===== src/rtl/rv32_pkg.sv =====
// Shared RV32I definitions for the fetch stage.
//  - NOP_INSTR: canonical addi x0,x0,0 encoding
//  - a few base opcodes and the rs1/rs2 field positions
//  - fetch FSM state type
package rv32_pkg;

    localparam logic [31:0] NOP_INSTR = 32'h0000_0013;

    localparam logic [6:0] OPC_OP_IMM = 7'b0010011;
    localparam logic [6:0] OPC_JAL    = 7'b1101111;
    localparam logic [6:0] OPC_JALR   = 7'b1100111;
    localparam logic [6:0] OPC_BRANCH = 7'b1100011;

    localparam int RS1_LSB = 15;
    localparam int RS2_LSB = 20;

    typedef enum logic [1:0] {
        ST_RUN   = 2'd0,
        ST_WAIT  = 2'd1,
        ST_FLUSH = 2'd2
    } fetch_state_e;

    function automatic logic [4:0] rs1_of(input logic [31:0] instr);
        return instr[RS1_LSB +: 5];
    endfunction

    function automatic logic [4:0] rs2_of(input logic [31:0] instr);
        return instr[RS2_LSB +: 5];
    endfunction

endpackage


===== src/rtl/pq_fifo.sv =====
// Synchronous FIFO used as the prefetch queue storage.
// Ports:
//  clk, rst_n       clock, async active-low reset (pointers only)
//  i_push/i_pop     enqueue / dequeue (ignored when full / empty)
//  i_flush          empties the queue; overrides push and pop
//  i_wdata/o_rdata  entry in / head entry out (head valid when !o_empty)
//  o_level          occupancy, o_full / o_empty status
module pq_fifo #(
    parameter int W     = 64,
    parameter int DEPTH = 4
) (
    input  logic                     clk,
    input  logic                     rst_n,
    input  logic                     i_push,
    input  logic                     i_pop,
    input  logic                     i_flush,
    input  logic [W-1:0]             i_wdata,
    output logic [W-1:0]             o_rdata,
    output logic [$clog2(DEPTH):0]   o_level,
    output logic                     o_full,
    output logic                     o_empty
);
    localparam int AW = $clog2(DEPTH);

    logic [W-1:0] r_mem [DEPTH];
    logic [AW:0]  r_wr;
    logic [AW:0]  r_rd;
    logic         w_push;
    logic         w_pop;

    // Pointers carry one extra wrap bit: equal low bits with differing
    // MSB means the write side has lapped the read side (full).
    assign o_empty = (r_wr == r_rd);
    assign o_full  = (r_wr[AW] != r_rd[AW]) && (r_wr[AW-1:0] == r_rd[AW-1:0]);
    assign o_level = r_wr - r_rd;
    assign o_rdata = r_mem[r_rd[AW-1:0]];

    assign w_push = i_push & ~o_full  & ~i_flush;
    assign w_pop  = i_pop  & ~o_empty & ~i_flush;

    always_ff @(posedge clk or negedge rst_n) begin
        if (!rst_n) begin
            r_wr <= '0;
            r_rd <= '0;
        end else if (i_flush) begin
            r_wr <= '0;
            r_rd <= '0;
        end else begin
            if (w_push) r_wr <= r_wr + 1'b1;
            if (w_pop)  r_rd <= r_rd + 1'b1;
        end
    end

    always_ff @(posedge clk) begin
        if (w_push) r_mem[r_wr[AW-1:0]] <= i_wdata;
    end

endmodule


===== src/rtl/fetch_prefetch_queue.sv =====
// Instruction-fetch stage with a DEPTH-entry prefetch queue between the
// instruction bus and decode. Fetching continues while decode stalls.
// Ports:
//  clk, rst                      clock, async active-low reset
//  iaddr/ireq/idata/iready_n     instruction bus (same-cycle response)
//  redir_early(_pc)              ID-stage redirect
//  redir_late(_pc)               MEM-stage redirect, wins over early
//  out_ready/out_valid           decode handshake on the queue head
//  out_instr/out_pc/out_pcp4     head entry (NOP / zero when empty)
//  out_rs1/out_rs2               head register fields for hazard unit
//  level                         queue occupancy
module fetch_prefetch_queue
    import rv32_pkg::*;
#(
    parameter int          XLEN      = 32,
    parameter int          DEPTH     = 4,
    parameter logic [31:0] RESET_PC  = 32'h0000_0000,
    parameter logic [31:0] NOP_INSTR = rv32_pkg::NOP_INSTR
) (
    input  logic                     clk,
    input  logic                     rst,
    input  logic                     iready_n,
    input  logic [XLEN-1:0]          idata,
    output logic [XLEN-1:0]          iaddr,
    output logic                     ireq,
    input  logic                     redir_early,
    input  logic [XLEN-1:0]          redir_early_pc,
    input  logic                     redir_late,
    input  logic [XLEN-1:0]          redir_late_pc,
    input  logic                     out_ready,
    output logic                     out_valid,
    output logic [31:0]              out_instr,
    output logic [XLEN-1:0]          out_pc,
    output logic [XLEN-1:0]          out_pcp4,
    output logic [4:0]               out_rs1,
    output logic [4:0]               out_rs2,
    output logic [$clog2(DEPTH):0]   level
);
    localparam int LW = $clog2(DEPTH) + 1;
    localparam int EW = 32 + XLEN;

    fetch_state_e   r_state;
    fetch_state_e   w_state_nxt;
    logic [XLEN-1:0] r_fetch_pc;

    logic            w_redir;
    logic [XLEN-1:0] w_target;
    logic            w_fire;
    logic            w_pop;
    logic            w_full;
    logic            w_empty;
    logic [EW-1:0]   w_head;
    logic [LW-1:0]   w_level;

    assign w_redir  = redir_early | redir_late;
    assign w_target = (redir_late ? redir_late_pc : redir_early_pc) & ~XLEN'(3);

    // ireq is gated by rst so the bus stays idle while reset is held.
    assign ireq   = rst & ~w_full & ~w_redir;
    assign iaddr  = r_fetch_pc;
    assign w_fire = ireq & ~iready_n;
    assign w_pop  = ~w_empty & out_ready & ~w_redir;

    pq_fifo #(
        .W     (EW),
        .DEPTH (DEPTH)
    ) u_fifo (
        .clk     (clk),
        .rst_n   (rst),
        .i_push  (w_fire),
        .i_pop   (w_pop),
        .i_flush (w_redir),
        .i_wdata ({idata[31:0], r_fetch_pc}),
        .o_rdata (w_head),
        .o_level (w_level),
        .o_full  (w_full),
        .o_empty (w_empty)
    );

    always_ff @(posedge clk or negedge rst) begin
        if (!rst) begin
            r_fetch_pc <= XLEN'(RESET_PC);
            r_state    <= ST_RUN;
        end else begin
            r_state <= w_state_nxt;
            if (w_redir)     r_fetch_pc <= w_target;
            else if (w_fire) r_fetch_pc <= r_fetch_pc + XLEN'(4);
        end
    end

    // Fetch behaviour is identical in RUN/WAIT/FLUSH; the state tracks
    // bus wait states and the post-redirect cycle for observability.
    always_comb begin
        w_state_nxt = r_state;
        if (w_redir) begin
            w_state_nxt = ST_FLUSH;
        end else begin
            unique case (r_state)
                ST_FLUSH: w_state_nxt = ST_RUN;
                ST_RUN:   if (ireq && iready_n) w_state_nxt = ST_WAIT;
                ST_WAIT:  if (!iready_n)        w_state_nxt = ST_RUN;
                default:  w_state_nxt = ST_RUN;
            endcase
        end
    end

    assign out_valid = ~w_empty;
    assign out_instr = out_valid ? w_head[EW-1 -: 32] : NOP_INSTR;
    assign out_pc    = out_valid ? w_head[XLEN-1:0] : '0;
    assign out_pcp4  = out_valid ? w_head[XLEN-1:0] + XLEN'(4) : '0;
    assign out_rs1   = rs1_of(out_instr);
    assign out_rs2   = rs2_of(out_instr);
    assign level     = w_level;

endmodule

===== config.mk =====
export PLATFORM = sky130hd
export DESIGN_NAME = fetch_prefetch_queue
export DESIGN_NICKNAME = d
export VERILOG_FILES = /design/src/rtl/rv32_pkg.sv /design/src/rtl/pq_fifo.sv /design/src/rtl/fetch_prefetch_queue.sv
export SDC_FILE = /design/constraint.sdc
export NUM_CORES = 1
export LEC_CHECK = 0
export BUFFER_PORTS_ARGS = -buffer_cell sky130_fd_sc_hd__buf_4
export CORE_ASPECT_RATIO = 0.6
export CORE_MARGIN = 5
export CORE_UTILIZATION = 45
export DETAILED_ROUTE_END_ITERATION = 8
export PLACE_DENSITY = 0.67
export SYNTH_ARGS = -nofsm -noshare
export SYNTH_HDL_FRONTEND = slang
export SYNTH_SLANG_ARGS = --single-unit

===== constraint.sdc =====
create_clock -name clk -period 7.5 [get_ports clk]
set_input_delay 0.375 -clock clk [delete_from_list [all_inputs] [get_ports clk]]
set_output_delay 0.375 -clock clk [all_outputs]
set_load 0.005 [all_outputs]

==> results_tabular.tex <==
\begin{tabular}{lr}
\hline
Metric & Value \\
\hline
\multicolumn{2}{l}{\textbf{Run status}} \\
\quad Outcome & complete, no violations \\
\multicolumn{2}{l}{\textbf{Final layout}} \\
\quad Layout overhead on the synthesized area & 22.8\% \\
\quad Design Area, Final & 15,900 um\^{}2 \\
\quad Number of diodes added for antenna fixing & 0 \\
\quad Number of nets in the final layout & 1,192 \\
\quad Number of cells in the finished layout apart from fillers & 1,475 \\
\quad Most common library cell in the layout ignoring fill and taps & sky130\_fd\_sc\_hd\_\_edfxtp\_1 \\
\quad Share of post-route cells with drive strength above 1 & 0.330 \\
\quad Leading cell types in the layout, fill and taps excluded & sky130\_fd\_sc\_hd\_\_edfxtp\_1 (248), sky130\_fd\_sc\_hd\_\_buf\_4 (239), sky130\_fd\_sc\_hd\_\_and2\_1 (64) \\
\multicolumn{2}{l}{\textbf{Hold path}} \\
\quad WHS Endpoint & u\_fifo.r\_mem[3][59] \\
\quad Number of stages on the worst hold path & 1 \\
\quad Hold crit path type & in2reg \\
\quad Worst min-delay path startpoint & idata[27] \\
\multicolumn{2}{l}{\textbf{Setup path}} \\
\quad Critical R2R Launch & u\_fifo.r\_rd[0] \\
\quad Max stage delay cell, worst path & sky130\_fd\_sc\_hd\_\_dfrtp\_4 \\
\quad CP Launch Type & register \\
\quad Kind of cell adding the most delay to the critical path & simple AND/OR/NAND/NOR gates \\
\quad Critical Path AT & 4.58 ns \\
\quad Endpoint class of the critical path & output pin \\
\quad Critical path buffers and inverters & 2 \\
\quad Most Frequent Cell on Critical Path & sky130\_fd\_sc\_hd\_\_buf\_4 \\
\quad R2R Setup Slk & 3.42 ns \\
\quad CP cell instances & buf\_4 -> mux4\_1 -> nand4\_1 -> or3\_1 -> nor3\_1 -> mux2\_2 -> buf\_4 \\
\quad Depth of the worst register-to-register path & 6 \\
\quad Maximum cell stage delay along the critical path & 0.74 ns \\
\quad Crit Path Category & reg2out \\
\quad Worst endpoint required time & 7.12 ns \\
\quad Critical path fanouts, max & 36 \\
\quad Worst r2r dst & u\_fifo.r\_mem[1][7] \\
\multicolumn{2}{l}{\textbf{Drt}} \\
\quad Initial DRC count & 836 \\
\quad Number of design rule violations left after detail routing & 0 \\
\quad Vias per inst & 5.62 \\
\quad Mean routed wirelength per cell & 22.4 um \\
\quad Via count & 8,283 \\
\quad Residual antenna-violating net count after detailed routing & 0 \\
\quad Total iterations of the first detailed-routing run & 7 \\
\quad Total detailed-routing wirelength & 33.0 mm \\
\multicolumn{2}{l}{\textbf{Power}} \\
\quad Fraction of power consumed by combinational cells & 0.071 \\
\quad Overall power & 3.58 mW \\
\quad Internal power summed over all cells & 2.81 mW \\
\quad Worst VDD drop & 0.143 mV \\
\quad Part of the total power dissipated in the clock network & 0.421 \\
\quad Leakage power summed over all cells & 5.72 nW \\
\quad Switching part of the total & 0.214 \\
\quad P per Cell Area & 225 nW/um\^{}2 \\
\quad Part of the power in registers & 0.508 \\
\quad Power spent charging and discharging nets & 764 uW \\
\multicolumn{2}{l}{\textbf{Timing}} \\
\quad Number of max-slew violations in the final report & 0 \\
\quad Period utilization & 0.661 \\
\quad Worst hold margin & 0.0317 ns \\
\quad Final Hold Viols & 0 \\
\quad Max\_slew headroom & 0.282 \\
\quad Clock skew after layout & 0.0268 ns \\
\quad Max Freq & 202 MHz \\
\quad Total negative slack & 0 ns \\
\quad Worst-margin pin slew & 1.07 ns \\
\quad Unrepaired setup endpoints after global routing & false \\
\quad Final Setup Violations & 0 \\
\quad Min cycle time layout & 4.96 ns \\
\multicolumn{2}{l}{\textbf{CTS}} \\
\quad Clock transition at the registers of the reported paths & 0.06 ns \\
\quad Largest buffer count on any clock path & 3 \\
\quad H-tree depth reported by CTS & 1 \\
\quad Total number of clock tree sinks & 284 \\
\quad Clk Latency, worst-skew pair & 0.55 ns \\
\quad Number of clock buffers inserted by TritonCTS & 26 \\
\quad Buffer cell driving the clock tree root & sky130\_fd\_sc\_hd\_\_clkbuf\_16 \\
\quad Clock tree from TritonCTS & built \\
\multicolumn{2}{l}{\textbf{Placed design}} \\
\quad Placer congestion estimate & 0.867 \\
\quad Placed cells & 1,426 \\
\quad Port Buffer Count & 234 \\
\quad Placed cell areas & 14,900 um\^{}2 \\
\quad DP Wirelength & 21.7 mm \\
\multicolumn{2}{l}{\textbf{Floorplan}} \\
\quad Number of rows created at floorplan & 48 \\
\quad Die outline area & 32,300 um\^{}2 \\
\quad Die H & 141 um \\
\quad Initial cell density of the core & 0.453 \\
\quad Boundary Pins & 245 \\
\quad Standard cell core area & 28,500 um\^{}2 \\
\quad X dimension of the die & 229 um \\
\multicolumn{2}{l}{\textbf{Logic synthesis}} \\
\quad Number of warnings issued by yosys & 0 \\
\quad Number of register bits inferred by synthesis & 284 \\
\quad Count of flip-flops with a built-in enable after synthesis & 248 \\
\quad Count of distinct cell types in the synthesized netlist & 60 \\
\quad Post-synth top flop & sky130\_fd\_sc\_hd\_\_edfxtp\_1 \\
\quad Synth top area cells & sky130\_fd\_sc\_hd\_\_edfxtp\_1 (58\%), sky130\_fd\_sc\_hd\_\_mux4\_2 (9.1\%), sky130\_fd\_sc\_hd\_\_dfrtp\_1 (7.0\%), sky130\_fd\_sc\_hd\_\_and2\_1 (3.1\%), sky130\_fd\_sc\_hd\_\_mux4\_1 (2.0\%) \\
\quad Synthesized cell area & 12,900 um\^{}2 \\
\quad Yosys top cell area share & 0.576 \\
\quad Sequential element share of the synthesized area & 0.646 \\
\quad Cell taking the most area after synthesis & sky130\_fd\_sc\_hd\_\_edfxtp\_1 \\
\quad Mapped Cells & 873 \\
\quad Mean area per synthesized cell & 14.8 um\^{}2 \\
\quad Fraction of registers with async set or reset after synthesis & 0.127 \\
\multicolumn{2}{l}{\textbf{Global route}} \\
\quad Maximum number of pins on one net before global-route repair & 64 \\
\quad GRT Resource Usage Total & 0.199 \\
\quad Vias in the first global route & 8,226 \\
\quad Congestion Overflow GR & 0 \\
\quad Initial antenna violation count & 0 \\
\quad Wire length of the first global-routing pass & 50.1 mm \\
\multicolumn{2}{l}{\textbf{Run}} \\
\quad Max-capacitance violation count & 0 \\
\hline
\end{tabular}
per-layer routing:
layer,part of all wire,routed length [um],global-route usage
met1,0.48,15900,0.329
met5,0,0,0
met3,0.084,2780,0.0428
met4,0.013,419,0.0285
met2,0.42,13900,0.278
cell usage after synthesis (2+ instances only):
cell type and n:
sky130_fd_sc_hd__or2_2 5, sky130_fd_sc_hd__a21oi_1 26, sky130_fd_sc_hd__nor4_1 12, sky130_fd_sc_hd__a21boi_0 2
sky130_fd_sc_hd__buf_6 3, sky130_fd_sc_hd__o221a_2 3, sky130_fd_sc_hd__o21ai_0 39, sky130_fd_sc_hd__o2bb2ai_1 4
sky130_fd_sc_hd__mux2_2 10, sky130_fd_sc_hd__and4_1 5, sky130_fd_sc_hd__a31oi_1 9, sky130_fd_sc_hd__nand2_1 54
sky130_fd_sc_hd__buf_4 17, sky130_fd_sc_hd__mux4_2 52, sky130_fd_sc_hd__a211oi_1 2, sky130_fd_sc_hd__or4_1 7
sky130_fd_sc_hd__o22ai_1 2, sky130_fd_sc_hd__nand3_1 20, sky130_fd_sc_hd__ha_1 9, sky130_fd_sc_hd__buf_1 4
sky130_fd_sc_hd__dfrtp_1 36, sky130_fd_sc_hd__xnor2_1 16, sky130_fd_sc_hd__and2_1 64, sky130_fd_sc_hd__buf_2 10
sky130_fd_sc_hd__and3_1 12, sky130_fd_sc_hd__or3_1 7, sky130_fd_sc_hd__a311o_1 2, sky130_fd_sc_hd__nand4_1 13
sky130_fd_sc_hd__nor3_1 18, sky130_fd_sc_hd__nand2b_1 2, sky130_fd_sc_hd__nor3b_1 4, sky130_fd_sc_hd__a2bb2oi_1 7
sky130_fd_sc_hd__clkbuf_1 30, sky130_fd_sc_hd__mux2i_1 4, sky130_fd_sc_hd__edfxtp_1 248, sky130_fd_sc_hd__xor2_1 10
sky130_fd_sc_hd__o31ai_1 5, sky130_fd_sc_hd__nor2_1 53, sky130_fd_sc_hd__mux4_1 10, sky130_fd_sc_hd__inv_1 17
cell families (layout without fill, tap and decap cells):
group,count (synthesis),count (layout),synth area share
AOI/OAI and AO/OA,110,110,0.0535
and+or+nand+nor,282,282,0.116
muxes,77,77,0.124
buffers and inverters,83,305,0.0331
DFF,284,284,0.646
adders and majority gates,10,10,0.0103
xor gates and xnor gates,26,26,0.0176
other,1,6,0.000290
worst register-to-register path: stages, from the launching register on:
cell	delay [ns]
sky130_fd_sc_hd__dfrtp_4	0.91
sky130_fd_sc_hd__buf_4	0.66
sky130_fd_sc_hd__ha_1	0.37
sky130_fd_sc_hd__and2_1	0.19
sky130_fd_sc_hd__a211oi_2	0.24
sky130_fd_sc_hd__buf_4	0.32
sky130_fd_sc_hd__and3_4	0.91
final cells by class:
cell class / instances / area, um^2
clock buffer: 28 / 679
clock inverter: 20 / 305
fill: 2350 / 12700
inverter: 17 / 63.8
multi-input combinational: 511 / 4200
sequential: 284 / 8360
tap: 375 / 469
timing repair buffer: 240 / 1800
power by group through the flow:
stage                     sequential, mW  clock, mW  combinational (mW)
after floorplan                     1.82          0               0.117
after global placement              1.85          0               0.250
after detailed placement            1.85          0               0.254
after CTS                           1.82       1.53               0.255
after global routing                1.82       1.61               0.277
final                               1.82       1.51               0.253
state kept, by name (all words and copies together), names as in the netlist:
signal	flops
u_fifo.r_mem	248
iaddr	30
u_fifo.r_rd	3
u_fifo.r_wr	3
per-stage QoR:
step | setup slack, ns | util
after CTS | 2.40 | 0.557
after floorplan | 2.70 | -
after global routing | 2.07 | 0.557
after global placement | 3.02 | 0.522
after detailed placement | 2.99 | 0.522
final | 2.54 | 0.557
worst max-delay path by stage:
stage               depth (start not counted)  slack [ns]             endpoint      startpoint
floorplan                                  11        2.70  u_fifo.r_mem[0][10]  u_fifo.r_rd[1]
global placement                            9        3.02         out_pcp4[26]  u_fifo.r_rd[0]
detailed placement                          9        2.99         out_pcp4[26]  u_fifo.r_rd[0]
CTS                                         9        2.40         out_pcp4[26]  u_fifo.r_rd[0]
global route                               10        2.07         out_pcp4[19]  u_fifo.r_rd[0]
finish                                      7        2.54         out_pcp4[25]  u_fifo.r_rd[1]
what timing repair did:
action,in CTS,in global routing
endpoints found under the setup margin,0,0
hold buffers,1,0
resized for setup,0,0
setup buffers,0,0
endpoints found under the hold margin,36,0
No activity file was read; power rests on OpenSTA's default activity.
